--- config.mk ---
export PLATFORM = sky130hd
export DESIGN_NAME = imem_loader
export DESIGN_NICKNAME = d
export VERILOG_FILES = /design/src/rtl/imem_pkg.sv /design/src/rtl/imem_loader_word_serializer.sv /design/src/rtl/imem_loader.sv
export SDC_FILE = /design/constraint.sdc
export NUM_CORES = 1
export LEC_CHECK = 0
export CAP_MARGIN = 20
export CORE_UTILIZATION = 46
export CTS_BUF_LIST = sky130_fd_sc_hd__clkbuf_4 sky130_fd_sc_hd__clkbuf_8 sky130_fd_sc_hd__clkbuf_16
export CTS_CLUSTER_DIAMETER = 50
export DETAILED_ROUTE_END_ITERATION = 8
export PLACE_DENSITY = 0.85
export SYNTH_ARGS = -nofsm -noshare
export SYNTH_HDL_FRONTEND = slang
export SYNTH_SLANG_ARGS = --single-unit
--- constraint.sdc ---
create_clock -name clk -period 1.9 [get_ports clk]
set_clock_uncertainty 0.1 [all_clocks]
set_input_delay 0.475 -clock clk [delete_from_list [all_inputs] [get_ports clk]]
set_output_delay 0.475 -clock clk [all_outputs]
set_load 0.02 [all_outputs]
--- src/rtl/imem_pkg.sv ---
// Shared constants and loader state type for the instruction memory.
// Imported by the loader and by the fetch-side memory.
package imem_pkg;
  localparam int MEM_BYTES = 64;
  localparam int BYTES_PER_WORD = 4;

  typedef enum logic [2:0] {
    IDLE,
    HEADER,
    WORD,
    WRITE,
    DONE,
    ERROR
  } loader_state_t;
endpackage

--- src/rtl/imem_loader_word_serializer.sv ---
// Turns one latched 32-bit word into four big-endian byte writes.
// The MSB goes to the base address; last flags the final byte.
module word_serializer #(
  parameter int ADDR_W = 6
) (
  input  logic              clk,
  input  logic              reset,
  input  logic              load,
  input  logic [31:0]       word,
  input  logic [ADDR_W-1:0] base,
  output logic              wr_en,
  output logic [ADDR_W-1:0] wr_addr,
  output logic [7:0]        wr_data,
  output logic              last
);
  logic [1:0]  b;
  logic [23:0] rest;

  always_ff @(posedge clk) begin
    if (reset) begin
      wr_en   <= 1'b0;
      wr_addr <= '0;
      wr_data <= '0;
      rest    <= '0;
      b       <= '0;
    end else if (load) begin
      wr_en   <= 1'b1;
      wr_addr <= base;
      wr_data <= word[31:24];
      rest    <= word[23:0];
      b       <= '0;
    end else if (wr_en) begin
      if (b == 2'd3) begin
        wr_en <= 1'b0;
      end else begin
        b       <= b + 2'd1;
        wr_addr <= wr_addr + ADDR_W'(1);
        wr_data <= rest[23:16];
        rest    <= {rest[15:0], 8'h00};
      end
    end
  end

  assign last = wr_en & (b == 2'd3);
endmodule

--- src/rtl/imem_loader.sv ---
// Loads a length-prefixed word stream into byte-wide instruction memory
// and holds the CPU off until a complete program is present.
module imem_loader #(
  parameter int MEM_BYTES = imem_pkg::MEM_BYTES,
  parameter int ADDR_W    = 6
) (
  input  logic              clk,
  input  logic              reset,
  input  logic              start,
  input  logic              in_valid,
  output logic              in_ready,
  input  logic [31:0]       in_data,
  output logic              wr_en,
  output logic [ADDR_W-1:0] wr_addr,
  output logic [7:0]        wr_data,
  output logic              busy,
  output logic              done,
  output logic              error,
  output logic              cpu_hold
);
  import imem_pkg::*;

  localparam int WORDS = MEM_BYTES / BYTES_PER_WORD;
  localparam int KW    = $clog2(WORDS + 1);

  loader_state_t state, nxt;
  logic [KW-1:0] k, n;
  logic          hs, idle_like, last, load;
  logic [ADDR_W-1:0] base;

  assign idle_like = (state == IDLE) | (state == DONE) | (state == ERROR);
  assign in_ready  = (state == HEADER) | (state == WORD);
  assign hs        = in_valid & in_ready;
  assign load      = (state == WORD) & hs;
  assign base      = {k[ADDR_W-3:0], 2'b00};

  assign busy     = (state == HEADER) | (state == WORD) | (state == WRITE);
  assign done     = (state == DONE);
  assign error    = (state == ERROR);
  assign cpu_hold = (state != DONE);

  always_comb begin
    nxt = state;
    unique case (state)
      IDLE, DONE, ERROR: if (start) nxt = HEADER;
      HEADER: begin
        if (hs) begin
          if (in_data == 32'd0)            nxt = DONE;
          else if (in_data > 32'(WORDS))   nxt = ERROR;
          else                             nxt = WORD;
        end
      end
      WORD:  if (hs) nxt = WRITE;
      WRITE: if (last) nxt = ((k + KW'(1)) < n) ? WORD : DONE;
      default: nxt = IDLE;
    endcase
  end

  always_ff @(posedge clk) begin
    if (reset) begin
      state <= IDLE;
      k     <= '0;
      n     <= '0;
    end else begin
      state <= nxt;
      if (idle_like && start)       k <= '0;
      if (state == HEADER && hs)    n <= in_data[KW-1:0];
      if (state == WRITE && last)   k <= k + KW'(1);
    end
  end

  word_serializer #(.ADDR_W(ADDR_W)) u_ser (
    .clk     (clk),
    .reset   (reset),
    .load    (load),
    .word    (in_data),
    .base    (base),
    .wr_en   (wr_en),
    .wr_addr (wr_addr),
    .wr_data (wr_data),
    .last    (last)
  );
endmodule

Yosys cells after proc, flatten, opt, wreduce, memory -nomap -nowiden
Index checks and enable logic that the tools add are counted.
{"block": "op_classes", "n_addsub": 3, "magnitude_cmp": 2, "eq_ne": 12, "mux": 22, "bitwise_logic": 8, "reduce_logical": 12}
{"op": "24-bit two-way mux", "count": 3}
{"op": "32-bit by 5-bit greater-than comparator with 1-bit output, second input constant", "count": 1}
{"op": "32-bit zero test", "count": 1}
{"op": "8-bit two-way mux", "count": 3}
{"op": "3-bit two-way mux", "count": 7}
{"op": "6-bit two-way mux", "count": 3}
{"op": "3-bit one-hot mux with 4 select lines", "count": 1}
{"op": "5-bit two-way mux", "count": 2}
{"op": "2-bit != test, second input constant", "count": 5}
{"op": "6-bit by 1-bit adder with 6-bit output, second input constant", "count": 1}
{"op": "3-bit by 2-bit equality test with 1-bit output, second input constant", "count": 2}
{"op": "3-bit equality test, second input constant", "count": 2}
{"op": "5-bit by 1-bit adder with 5-bit output, second input constant", "count": 1}
{"op": "5-bit less-than comparator", "count": 1}
{"op": "1-bit bitwise OR", "count": 4}
{"op": "2-bit AND reduction", "count": 2}
{"op": "4-bit AND reduction", "count": 1}
{"op": "2-bit nonzero test", "count": 2}
{"op": "1-bit AND", "count": 3}
{"op": "3-bit by 1-bit equality test with 1-bit output, second input constant", "count": 1}
{"op": "1-bit logical AND", "count": 3}
{"op": "3-bit zero test", "count": 1}
{"op": "1-bit two-way mux", "count": 3}
{"op": "3-bit != test, second input constant", "count": 1}
{"op": "5 further kinds", "count": 5}
{"block": "totals", "register_bits": 54, "input_bits": 36, "output_inout_bits": 20}

Longest topological paths before layout
{"block": "depth", "ltp_word": 6, "ltp_mapped": 8}

Modules after synthesis
A second synthesis with hierarchy kept.
{"block": "unflattened", "cells_unflattened": 328, "hier_area_um2": 2691.3}
{"module": "word_serializer", "n_inst": 1, "cells_per_inst": 221, "area_each_um2": 1771.7}
{"module": "imem_loader", "n_inst": 1, "cells_per_inst": 107, "area_each_um2": 919.6}

Worst setup path before layout
Ideal clock, no wire load.
{"block": "synth_timing", "path_type": "register -> register", "start": "reg k[0]", "end": "reg state[1]", "setup_time_ns": 0.095, "arrival_ns": 1.775, "setup_slack_ns": -0.071, "path_stages_with_launch": 9, "n_path_buf": 0, "path_cell_list": "dfxtp_1 -> ha_1 -> xor2_1 -> ha_1 -> a21o_1 -> a31oi_1 -> o21ai_0 -> a211o_2 -> o311ai_1"}
{"block": "synth_between", "elab_chain_len": 5}
{"element": "from (decl)", "line": "imem_loader.sv:27", "source": "logic [KW-1:0] k, n;"}
{"element": "from (signal assigned)", "line": "imem_loader.sv:68", "source": "if (state == WRITE && last) k <= k + KW'(1);"}
{"element": "5-bit by 1-bit adder with 5-bit output", "line": "imem_loader.sv:54", "source": "WRITE: if (last) nxt = ((k + KW'(1)) < n) ? WORD : DONE;"}
{"element": "5-bit less-than comparator", "line": "imem_loader.sv:54"}
{"element": "3-bit two-way mux (2 in a row)", "line": "imem_loader.sv:54"}
{"element": "3-bit one-hot mux with 4 select lines", "line": "imem_loader.sv:44", "source": "unique case (state)"}
{"element": "to (signal assigned)", "line": "imem_loader.sv:65", "source": "state <= nxt;"}
{"element": "to (decl)", "line": "imem_loader.sv:26", "source": "loader_state_t state, nxt;"}
No other way between the ends. The select of a mux whose other input is x is not followed.
A chain may end at the register's enable or synchronous reset.

Worst setup path after layout
{"block": "layout_timing", "start": "reg k[1]", "end": "reg state[1]"}
The elaborated chain is that of the path after synthesis.

==> flow_summary.yaml <==
outcome:
  status: "finished with violations"
  violations: "setup timing"
worst_setup_path:
  rrSetupSlack_ps: -130
  worstPathMaxFanout: 3
  crit_chain: "ha_4 -> xor2_2 -> ha_1 -> a21o_1 -> a31oi_1 -> o21ai_1 -> a211o_2 -> o311ai_2"
  path_class: "reg2reg"
  cp_top_family: "compound AO/OA/AOI/OAI gates"
  critPathBufInv: 0
  cp-endpoint: "state[1]$_SDFFE_PP0P_"
  cp.depth: 8
  r2r_cells: 8
  cp_slowest_cell: "dfxtp_2"
  worst_ep_required_time_ps: 2020
  slowest_delay_ps: 350
  arrival_ps: 2140
  cp-start-kind: "register"
  end_kind: "register"
  r2r_end: "state[1]$_SDFFE_PP0P_"
  timing.rr.start: "k[1]$_SDFFE_PP0P_"
  startpoint: "k[1]$_SDFFE_PP0P_"
logic_synthesis:
  ys_seq_area_share_pct: 40.9
  synth_cells: 330
  ys_types: 43
  synth_edf_count: 0
  synthArstFlopShare_pct: 0
  synth-seq-cells: 54
  syn-num-nets: 373
  netlist_area_mm2: 0.00264
  yosys_warnings: 0
  syn_area_per_cell_um2: 8.01
  ys.flop_type: "dfxtp_1"
detailed_routing:
  drt_iter0_markers: 221
  avgViaCountPerCell: 5.56
  drc_errors: 0
  wl_per_cell_um: 14.7
  drtAntennaViolNets: 0
  wirelength_um: 6960
  dr.pass1.iters: 5
  num_vias: 2639
clocking:
  htree_levels: 2
  clkLatencyLatePin_ps: 310
  clock_path_buffers: 2
  clkTransAtPathRegs_ps: 100
  holdBufCountCts: 0
  cts_root_buf: "clkbuf_8"
  post_cts_buffers: 0
  cts_buffers: 5
  cts_tree: "yes"
  cts.sinks: 54
layout:
  areaGrowthSynthToFinish_pct: 38.1
  nets: 445
  instances_no_fill: 475
  postLayoutCoreUtil_pct: 66.3
  num_antenna_cells: 0
  drive_above_1_share_pct: 16.9
global_routing:
  grt_max_degree: 34
  grt_pass1_vias: 2547
  grt_usage_pct: 23.5
  grt_pass1_wl_um: 11500
  antenna_found_initial: 0
  overflow: 0
die:
  die_area_mm2: 0.00605
  die_w_um: 77.8
  coreArea_mm2: 0.00551
  die_h_um: 77.8
  ios: 56
  floorplan.initialDensity_pct: 48.0
  fp-row-count: 27
timing:
  setup_slack_ps: -126
  period_share_pct: 107
  finalHoldViolations: 0
  tightest_slew_ps: 395
  period_needed_ps: 2030
  max_freq_ghz: 0.494
  final_max_slew_viol_count: 0
  max-slew-margin-rel_pct: 73.6
  hold_ws_ps: 375
  setup-violations-final: 2
  rsz0062_at_grt: "true"
worst_hold_path:
  hold_path_class: "in2reg"
placement:
  place_congestion: 0.898
  dp_hpwl_um: 4820
  port_buffers: 55
  place_inst: 467
flow_run:
  drv_cap: 0
power:
  p_leak_nw: 1.41
  cellPowerDensity_mw_per_mm2: 606
  ir_drop_mv: 0.343
## worst min path at each step
stage / from / to / slack, ps / cells past startpoint
5_1_grt: reset / state[2]$_SDFFE_PP0P_ / 390 / 4
6_report: reset / state[2]$_SDFFE_PP0P_ / 380 / 4
3_5_place_dp: u_ser.rest[4]$_SDFFE_PP0P_ / u_ser.rest[4]$_SDFFE_PP0P_ / 360 / 2
3_3_place_gp: u_ser.rest[3]$_SDFFE_PP0P_ / u_ser.rest[3]$_SDFFE_PP0P_ / 360 / 2
4_1_cts: reset / state[2]$_SDFFE_PP0P_ / 380 / 4
2_1_floorplan: u_ser.rest[0]$_SDFFE_PP0P_ / u_ser.rest[0]$_SDFFE_PP0P_ / 350 / 2
## final cells by class
cell class                      instances  area (um^2)
Clock buffer                            6         82.6
Clock inverter                          2         38.8
Fill cell                             451         1850
Inverter                                6         22.5
Multi-Input combinational cell        246         1500
Sequential cell                        54         1080
Tap cell                               72         90.1
Timing Repair Buffer                   89          833
## routing by layer
layer	wire length, um	share of wire [%]	up-vias	GRT usage (%)
li1	-	-	1294	-
met1	3060	44	1243	28.9
met2	3450	50	92	40.8
met3	383	5.5	10	5.29
met4	67	0.96	0	6.60
met5	0	0	-	0
## cells in the final DEF, fill, tap and decap left out, drive strengths merged, types with 2 or more instances in the layout
master / Yosys / final
a31oi: 2 / 2
buf: 15 / 35
a211oi: 5 / 5
a22oi: 3 / 3
ha: 7 / 7
clkbuf: 9 / 7
xnor2: 6 / 6
a21oi: 16 / 16
nor4: 7 / 7
nand2: 68 / 68
a21o: 2 / 2
xor2: 5 / 5
nand2b: 3 / 3
clkdlybuf4s50: 0 / 41
dfxtp: 54 / 54
dlymetal6s2s: 0 / 4
nor3: 8 / 8
nor2b: 3 / 3
and2b: 2 / 2
mux2i: 5 / 5
nor2: 47 / 47
inv: 6 / 7
nand4: 2 / 2
a311oi: 25 / 25
nand3: 14 / 14
o21ai: 3 / 3
dlygate4sd2: 0 / 8
## Yosys cell counts, drive strengths merged, types with 2 or more instances
cell type  number  area share [%]
nand2          68             9.7
dfxtp          54              41
nor2           47             6.7
a311oi         25             8.3
a21oi          16             3.0
buf            15             3.3
nand3          14             2.7
clkbuf          9             1.3
nor3            8             1.5
ha              7             3.3
nor4            7             1.7
inv             6            0.85
xnor2           6             2.0
a211oi          5             1.4
mux2i           5             2.0
xor2            5             1.7
a22oi           3            0.85
nand2b          3            0.99
nor2b           3            0.71
o21ai           3            0.57
a21o            2            0.57
a31oi           2            0.47
and2b           2            0.71
nand4           2            0.47
## sequential cells by signal, summed over array words and instances, names as in the netlist
register	flops
k	5
n	5
state	3
u_ser.b	2
u_ser.rest	24
u_ser.wr_addr	6
u_ser.wr_data	8
u_ser.wr_en	1
## metrics by stage
stage                     setup TNS [ps]  setup slack (ps)  power, mW  instance area [um^2]
after floorplan                        0              8.40       1.26                  2650
after global routing                -268              -221       2.28                  3650
final                               -142              -126       2.21                  3650
after CTS                           -126              -126       2.21                  3590
after detailed placement           -5980              -458       1.41                  3460
after global placement             -4330              -346       1.40                  3460
## worst min-delay path, delay by kind of cell
kind                   cells  cell delay, ps
buffers and inverters      1             120
AOI/OAI and AO/OA          3             160
## where the power goes
| part | switching [mW] | total [mW] | internal (mW) | leakage, nW |
|---|---|---|---|---|
| Combinational | 0.116 | 0.248 | 0.132 | 0.909 |
| Sequential | 0.00475 | 1.14 | 1.14 | 0.437 |
| Clock | 0.387 | 0.821 | 0.434 | 0.0618 |
## timing repair
item                                    CTS  global route
pin swaps                                 3             8
endpoints found under the setup margin   12            24
gates resized for setup                  12            16
## cells by family (layout without fill, tap and decap cells)
logic type               after synthesis  count (layout)  share of synthesized area (%)
buffers and inverters                 30             103                           5.44
XOR/XNOR                              11              11                           3.64
flip-flops                            54              54                           40.9
multiplexers                           5               5                           2.03
adder cells (fa/ha/maj)                7               7                           3.31
AO/OA/AOI/OAI                         63              63                           17.7
AND/OR/NAND/NOR                      160             160                           26.9
Note: power is estimated with default switching activity, not from simulation.
